**config.mk**
```make
export PLATFORM = sky130hd
export DESIGN_NAME = seq_divider_flat
export DESIGN_NICKNAME = d
export VERILOG_FILES = /design/src/rtl/seq_divider_pkg.sv /design/src/rtl/seq_divider_if.sv /design/src/rtl/seq_divider_adder.sv /design/src/rtl/seq_divider.sv /design/src/flat_wrapper.sv
export SDC_FILE = /design/constraint.sdc
export NUM_CORES = 1
export LEC_CHECK = 0
export CAP_MARGIN = 10
export CORE_MARGIN = 5
export CORE_UTILIZATION = 55
export DETAILED_ROUTE_END_ITERATION = 10
export GPL_TIMING_DRIVEN = 0
export PLACE_DENSITY = 0.78
export SLEW_MARGIN = 20
export SYNTH_ARGS = -nofsm -noshare
export SYNTH_HDL_FRONTEND = slang
export SYNTH_SLANG_ARGS = --single-unit
```
**constraint.sdc**
```tcl
create_clock -name clk -period 4.57 [get_ports clk]
set_input_delay 1.1425 -clock clk [delete_from_list [all_inputs] [get_ports clk]]
set_output_delay 1.1425 -clock clk [all_outputs]
set_load 0.01 [all_outputs]
```
**src/rtl/seq_divider_pkg.sv**
```systemverilog
// Shared definitions for the sequential restoring divider.
package seq_divider_pkg;

  // Controller state encoding.
  typedef enum logic [1:0] {
    StIdle = 2'd0,
    StRun  = 2'd1,
    StDone = 2'd2
  } state_e;

  // Quotient returned on divide-by-zero is all ones at the operand width;
  // users slice this down to their own width.
  localparam int unsigned     MaxWidth           = 64;
  localparam logic [MaxWidth-1:0] DivZeroQuotientAll = '1;

endpackage

```
**src/rtl/seq_divider_if.sv**
```systemverilog
// Request/response bundle between the ALU control FSM and the divider.
interface seq_divider_if #(
  parameter int unsigned WIDTH = 8
);
  logic             start;
  logic [WIDTH-1:0] dividend;
  logic [WIDTH-1:0] divisor;
  logic             busy;
  logic             done;
  logic [WIDTH-1:0] quotient;
  logic [WIDTH-1:0] remainder;
  logic             div_by_zero;

  // ALU control side: issues operations, consumes results.
  modport master (
    output start, dividend, divisor,
    input  busy, done, quotient, remainder, div_by_zero
  );

  // Divider side.
  modport slave (
    input  start, dividend, divisor,
    output busy, done, quotient, remainder, div_by_zero
  );
endinterface

```
**src/rtl/seq_divider_adder.sv**
```systemverilog
// ALU adder: sum = x + (y, inverted in subtract mode) + carry_in.
module seq_divider_adder #(
  parameter int unsigned WIDTH = 9
) (
  input  logic [WIDTH-1:0] x,
  input  logic [WIDTH-1:0] y,
  input  logic             sub,
  input  logic             carry_in,
  output logic [WIDTH-1:0] sum
);

  logic [WIDTH-1:0] y_eff;

  // Subtract mode is two's complement: invert y here, caller supplies carry_in=1.
  always_comb begin
    y_eff = y ^ {WIDTH{sub}};
    sum   = x + y_eff + {{(WIDTH-1){1'b0}}, carry_in};
  end

endmodule

```
**src/rtl/seq_divider.sv**
```systemverilog
// Multi-cycle unsigned restoring divider, one quotient bit per cycle.
module seq_divider
  import seq_divider_pkg::*;
#(
  parameter int unsigned WIDTH = 8
) (
  input  logic         clk,
  input  logic         rst_b,
  seq_divider_if.slave bus
);

  localparam int unsigned CntW = (WIDTH > 1) ? $clog2(WIDTH) : 1;
  localparam logic [CntW-1:0]  LastCnt         = CntW'(WIDTH - 1);
  localparam logic [WIDTH-1:0] DivZeroQuotient = DivZeroQuotientAll[WIDTH-1:0];

  state_e           state_q, state_d;
  logic [WIDTH:0]   a_q, a_d;      // partial remainder
  logic [WIDTH-1:0] q_q, q_d;      // dividend out / quotient in
  logic [WIDTH:0]   m_q, m_d;      // zero-extended divisor
  logic [CntW-1:0]  cnt_q, cnt_d;
  logic [WIDTH-1:0] quot_q, quot_d;
  logic [WIDTH-1:0] rem_q, rem_d;
  logic             dbz_q, dbz_d;

  logic [2*WIDTH:0] aq_sh;
  logic [WIDTH:0]   a_sh;
  logic [WIDTH-1:0] q_sh;
  logic [WIDTH:0]   t;
  logic [WIDTH:0]   a_iter;
  logic [WIDTH-1:0] q_iter;

  // Shift {A,Q} left by one; the vacated Q lsb becomes the new quotient bit.
  always_comb begin
    aq_sh = {a_q, q_q} << 1;
    a_sh  = aq_sh[2*WIDTH:WIDTH];
    q_sh  = aq_sh[WIDTH-1:0];
  end

  // Trial subtraction T = A' - M on the shared adder.
  seq_divider_adder #(
    .WIDTH (WIDTH + 1)
  ) u_adder (
    .x        (a_sh),
    .y        (m_q),
    .sub      (1'b1),
    .carry_in (1'b1),
    .sum      (t)
  );

  // Negative trial result (sign bit set) means restore A and shift in a 0.
  always_comb begin
    a_iter = t[WIDTH] ? a_sh : t;
    q_iter = q_sh | {{(WIDTH-1){1'b0}}, ~t[WIDTH]};
  end

  // Next-state and datapath update.
  always_comb begin
    state_d = state_q;
    a_d     = a_q;
    q_d     = q_q;
    m_d     = m_q;
    cnt_d   = cnt_q;
    quot_d  = quot_q;
    rem_d   = rem_q;
    dbz_d   = dbz_q;

    unique case (state_q)
      StIdle: begin
        if (bus.start) begin
          if (bus.divisor != '0) begin
            a_d     = '0;
            q_d     = bus.dividend;
            m_d     = {1'b0, bus.divisor};
            cnt_d   = '0;
            state_d = StRun;
          end else begin
            quot_d  = DivZeroQuotient;
            rem_d   = bus.dividend;
            dbz_d   = 1'b1;
            state_d = StDone;
          end
        end
      end
      StRun: begin
        a_d   = a_iter;
        q_d   = q_iter;
        cnt_d = cnt_q + 1'b1;
        if (cnt_q == LastCnt) begin
          quot_d  = q_iter;
          rem_d   = a_iter[WIDTH-1:0];
          dbz_d   = 1'b0;
          state_d = StDone;
        end
      end
      StDone: begin
        state_d = StIdle;
      end
      default: begin
        state_d = StIdle;
      end
    endcase
  end

  // State and datapath registers; reset discards any in-flight operation.
  always_ff @(posedge clk or negedge rst_b) begin
    if (!rst_b) begin
      state_q <= StIdle;
      a_q     <= '0;
      q_q     <= '0;
      m_q     <= '0;
      cnt_q   <= '0;
      quot_q  <= '0;
      rem_q   <= '0;
      dbz_q   <= 1'b0;
    end else begin
      state_q <= state_d;
      a_q     <= a_d;
      q_q     <= q_d;
      m_q     <= m_d;
      cnt_q   <= cnt_d;
      quot_q  <= quot_d;
      rem_q   <= rem_d;
      dbz_q   <= dbz_d;
    end
  end

  // Status decoded from state; results straight from holding registers.
  always_comb begin
    bus.busy        = (state_q == StRun);
    bus.done        = (state_q == StDone);
    bus.quotient    = quot_q;
    bus.remainder   = rem_q;
    bus.div_by_zero = dbz_q;
  end

endmodule

```
**src/flat_wrapper.sv**
```systemverilog
// flat-port wrapper written by rule: the top's interface ports become plain ports
module seq_divider_flat import seq_divider_pkg::*;
#(
  parameter int unsigned WIDTH = 8
)
  (clk, rst_b, bus_start, bus_dividend, bus_divisor, bus_busy, bus_done, bus_quotient, bus_remainder, bus_div_by_zero);
  seq_divider_if #(.WIDTH(WIDTH)) bus_i ();
  input  logic clk;
  input  logic rst_b;
  input wire logic [$bits(bus_i.start)-1:0] bus_start;
  input wire logic [$bits(bus_i.dividend)-1:0] bus_dividend;
  input wire logic [$bits(bus_i.divisor)-1:0] bus_divisor;
  output wire logic [$bits(bus_i.busy)-1:0] bus_busy;
  output wire logic [$bits(bus_i.done)-1:0] bus_done;
  output wire logic [$bits(bus_i.quotient)-1:0] bus_quotient;
  output wire logic [$bits(bus_i.remainder)-1:0] bus_remainder;
  output wire logic [$bits(bus_i.div_by_zero)-1:0] bus_div_by_zero;
  assign bus_i.start = bus_start;
  assign bus_i.dividend = bus_dividend;
  assign bus_i.divisor = bus_divisor;
  assign bus_busy = bus_i.busy;
  assign bus_done = bus_i.done;
  assign bus_quotient = bus_i.quotient;
  assign bus_remainder = bus_i.remainder;
  assign bus_div_by_zero = bus_i.div_by_zero;
  seq_divider #(.WIDTH(WIDTH)) u_core (.clk(clk), .rst_b(rst_b), .bus(bus_i));
endmodule
```
==> flow_summary.ini <==
[timing]
tightest_slew_ps = 570
finalSetupTns_ps = 0
setup_violations = 0
rsz0062_at_grt = false
slew_headroom_pct = 62.0
final.setup_skew_ps = 8.30
finalHoldViolCount = 0
whs_ps = 482
max_clock_freq_mhz = 270
fin_crit_ps = 3700
slew_violations = 0
fin_crit_sh_pct = 81.0

[global_route]
overflow = 0
grtUsageTotal_pct = 21.0
grt_pass1_vias = 2139
grt_pass1_wl_um = 10100
grt_antenna_before_repair = 0
grt_max_degree = 27

[drt]
drtPass1Iterations = 4
viasPerCell = 5.92
detail-route-antenna-nets = 0
drc = 0
routed_wirelength_um = 5910
avgRoutedWirePerCell_um = 16.9
num_vias = 2071
drt_iter0_markers = 90

[floorplan]
core_um2 = 4350
dieArea_um2 = 5940
initial_core_util_pct = 56.8
die_x_um = 77.1
row_count = 24
ios = 38
die_y_um = 77.1

[setup_path]
cp-start-kind = register
path_cells = buf_2 > inv_2 > nand2_1 > inv_2 > clkbuf_1 > clkdlybuf4s50_1
slowest_stage = clkdlybuf4s50_1
worst-setup-path-type = register to output port
cp_common_cell = inv_2
cp-end-kind = output port
required_ps = 3430
cp.arrival_ps = 2560
path_max_fanout = 10
max_stage_delay_ps = 650

[pwr]
irDropWorstVdd_mv = 0.453
power_w = 0.00248
p_leak_nw = 1.36
powerDensity_nw_per_um2 = 823

[cts]
cts_tree = done
h-tree-depth = 2
cts_resized = 0
clk_pin_slew_ps = 90
cts_buffers = 5
insertion_delay_ps = 310
post_cts_buffers = 0
cts-root-buf = clkbuf_8
cts.sinks = 46
cts_hold_buffers = 0
clock_path_buffers = 2

[logic_synthesis]
synth_top_cell_area_share_pct = 46.5
netlist_area_um2 = 2470
synthTopCellsByArea = dfrtp_1, nand2_1, ha_1, mux2i_1, o21ai_1
async_flop_share_pct = 100
ys.flop_type = dfrtp_1
yosysMostFrequentCell = dfrtp_1
synth_seq_area_share_pct = 46.5
yosysTopAreaCell = dfrtp_1
synth_cells = 252
synth_cell_types = 46
syn_avg_cell_area_um2 = 9.82
synth_enable_flop_cells = 0
syn-num-nets = 282
synth_common_cells = dfrtp_1, nand2_1, o21ai_1
yosysWarnings = 0
ys_ff_latch = 46

[run_status]
status = complete, no violations

[finish]
antenna-diode-count = 0
stdcell_count = 350
multi_input_area_um2 = 1210
drive_above_1_share_pct = 10.4
area_growth_pct = 21.8
fin_area_um2 = 3020
fillers = 357
layout.nets = 327
regArea_um2 = 1150

[placed_design]
dpl-instance-area_um2 = 2930
placedCellCount = 342
hpwl_um = 4430
gp_congestion = 0.800
portBuffers = 37

[hold_path]
hp-class = register to register

[flow_run]
cap_violations = 0
metrics by stage:
step,setup WS [ps],utilization (%)
global route,734,69.3
CTS,894,69.3
finish,870,69.3
floorplan,2120,-
global placement,1080,66.8
detailed placement,1270,67.2
metal layers:
metal	up-vias	wire length [um]	global-route usage (%)
met1	1025	2600	27.1
li1	989	-	-
met4	0	70	7.22
met2	51	2970	35.1
met3	6	275	4.33
met5	-	0	0
power by group:
| part | switching [W] | total (W) | internal (W) |
|---|---|---|---|
| clock network | 0.000151 | 0.000259 | 0.000108 |
| registers | 0.000118 | 0.000720 | 0.000602 |
| logic | 0.000822 | 0.00150 | 0.000681 |
| total | 0.00109 | 0.00248 | 0.00139 |
state kept, by name (all words and copies together) (netlist names):
name and flops:
u_core.cnt_q 3, u_core.bus.quotient 8, u_core.a_q 8, u_core.q_q 8
u_core.bus.div_by_zero 1, u_core.state_q 2, u_core.bus.remainder 8, u_core.m_q 8
final timing paths:
path	startpoint	endpoint	slack (ps)	depth (start not counted)
max in group asynchronous	rst_b	u_core.a_q[5]	3260	2
worst min register to register	u_core.cnt_q[0]	u_core.cnt_q[0]	480	1
worst max-delay path	u_core.state_q[1]	bus_busy	870	6
worst min-delay path	u_core.cnt_q[0]	u_core.cnt_q[0]	480	1
worst max register to register	u_core.q_q[7]	u_core.bus.remainder[1]	1970	11
min in group asynchronous	rst_b	u_core.q_q[0]	790	1
kinds of logic after synthesis:
group,synth area share [%]
AND/OR/NAND/NOR,14.3
buffers and inverters,4.40
adder cells (fa/ha/maj),5.86
flip-flops,46.5
multiplexers,6.77
AO/OA/AOI/OAI,20.4
XOR/XNOR,1.77
cell type report:
cell class                 instances  share of cell area (%)
buffer                            11                    1.87
clock buffer                       5                    2.28
clock inverter                     3                   0.705
inverter                          14                    1.74
multi-input combinational        181                    40.3
sequential                        46                    38.2
tap                               52                    2.16
timing repair buffer              38                    12.8
cell usage in the layout (no fill, tap or decap), types with 4 or more instances in the layout:
| master | count |
|---|---|
| a21oi_1 | 10 |
| clkbuf_8 | 5 |
| buf_2 | 7 |
| nand3_1 | 9 |
| o21ai_0 | 5 |
| xor2_1 | 4 |
| nor2_1 | 17 |
| dfrtp_1 | 46 |
| mux2i_1 | 12 |
| inv_1 | 11 |
| o21ai_1 | 19 |
| a31oi_1 | 4 |
| clkdlybuf4s50_1 | 36 |
| nand2_1 | 38 |
| o22a_1 | 7 |
| o211a_1 | 4 |
| ha_1 | 10 |
| clkbuf_1 | 4 |
critical path, delay by kind of cell (launching register included):
| kind | cells | cell delay (ps) |
|---|---|---|
| DFF | 1 | 380 |
| and+or+nand+nor | 1 | 240 |
| buffers and inverters | 5 | 1640 |
(Power assumes the default switching activity.)
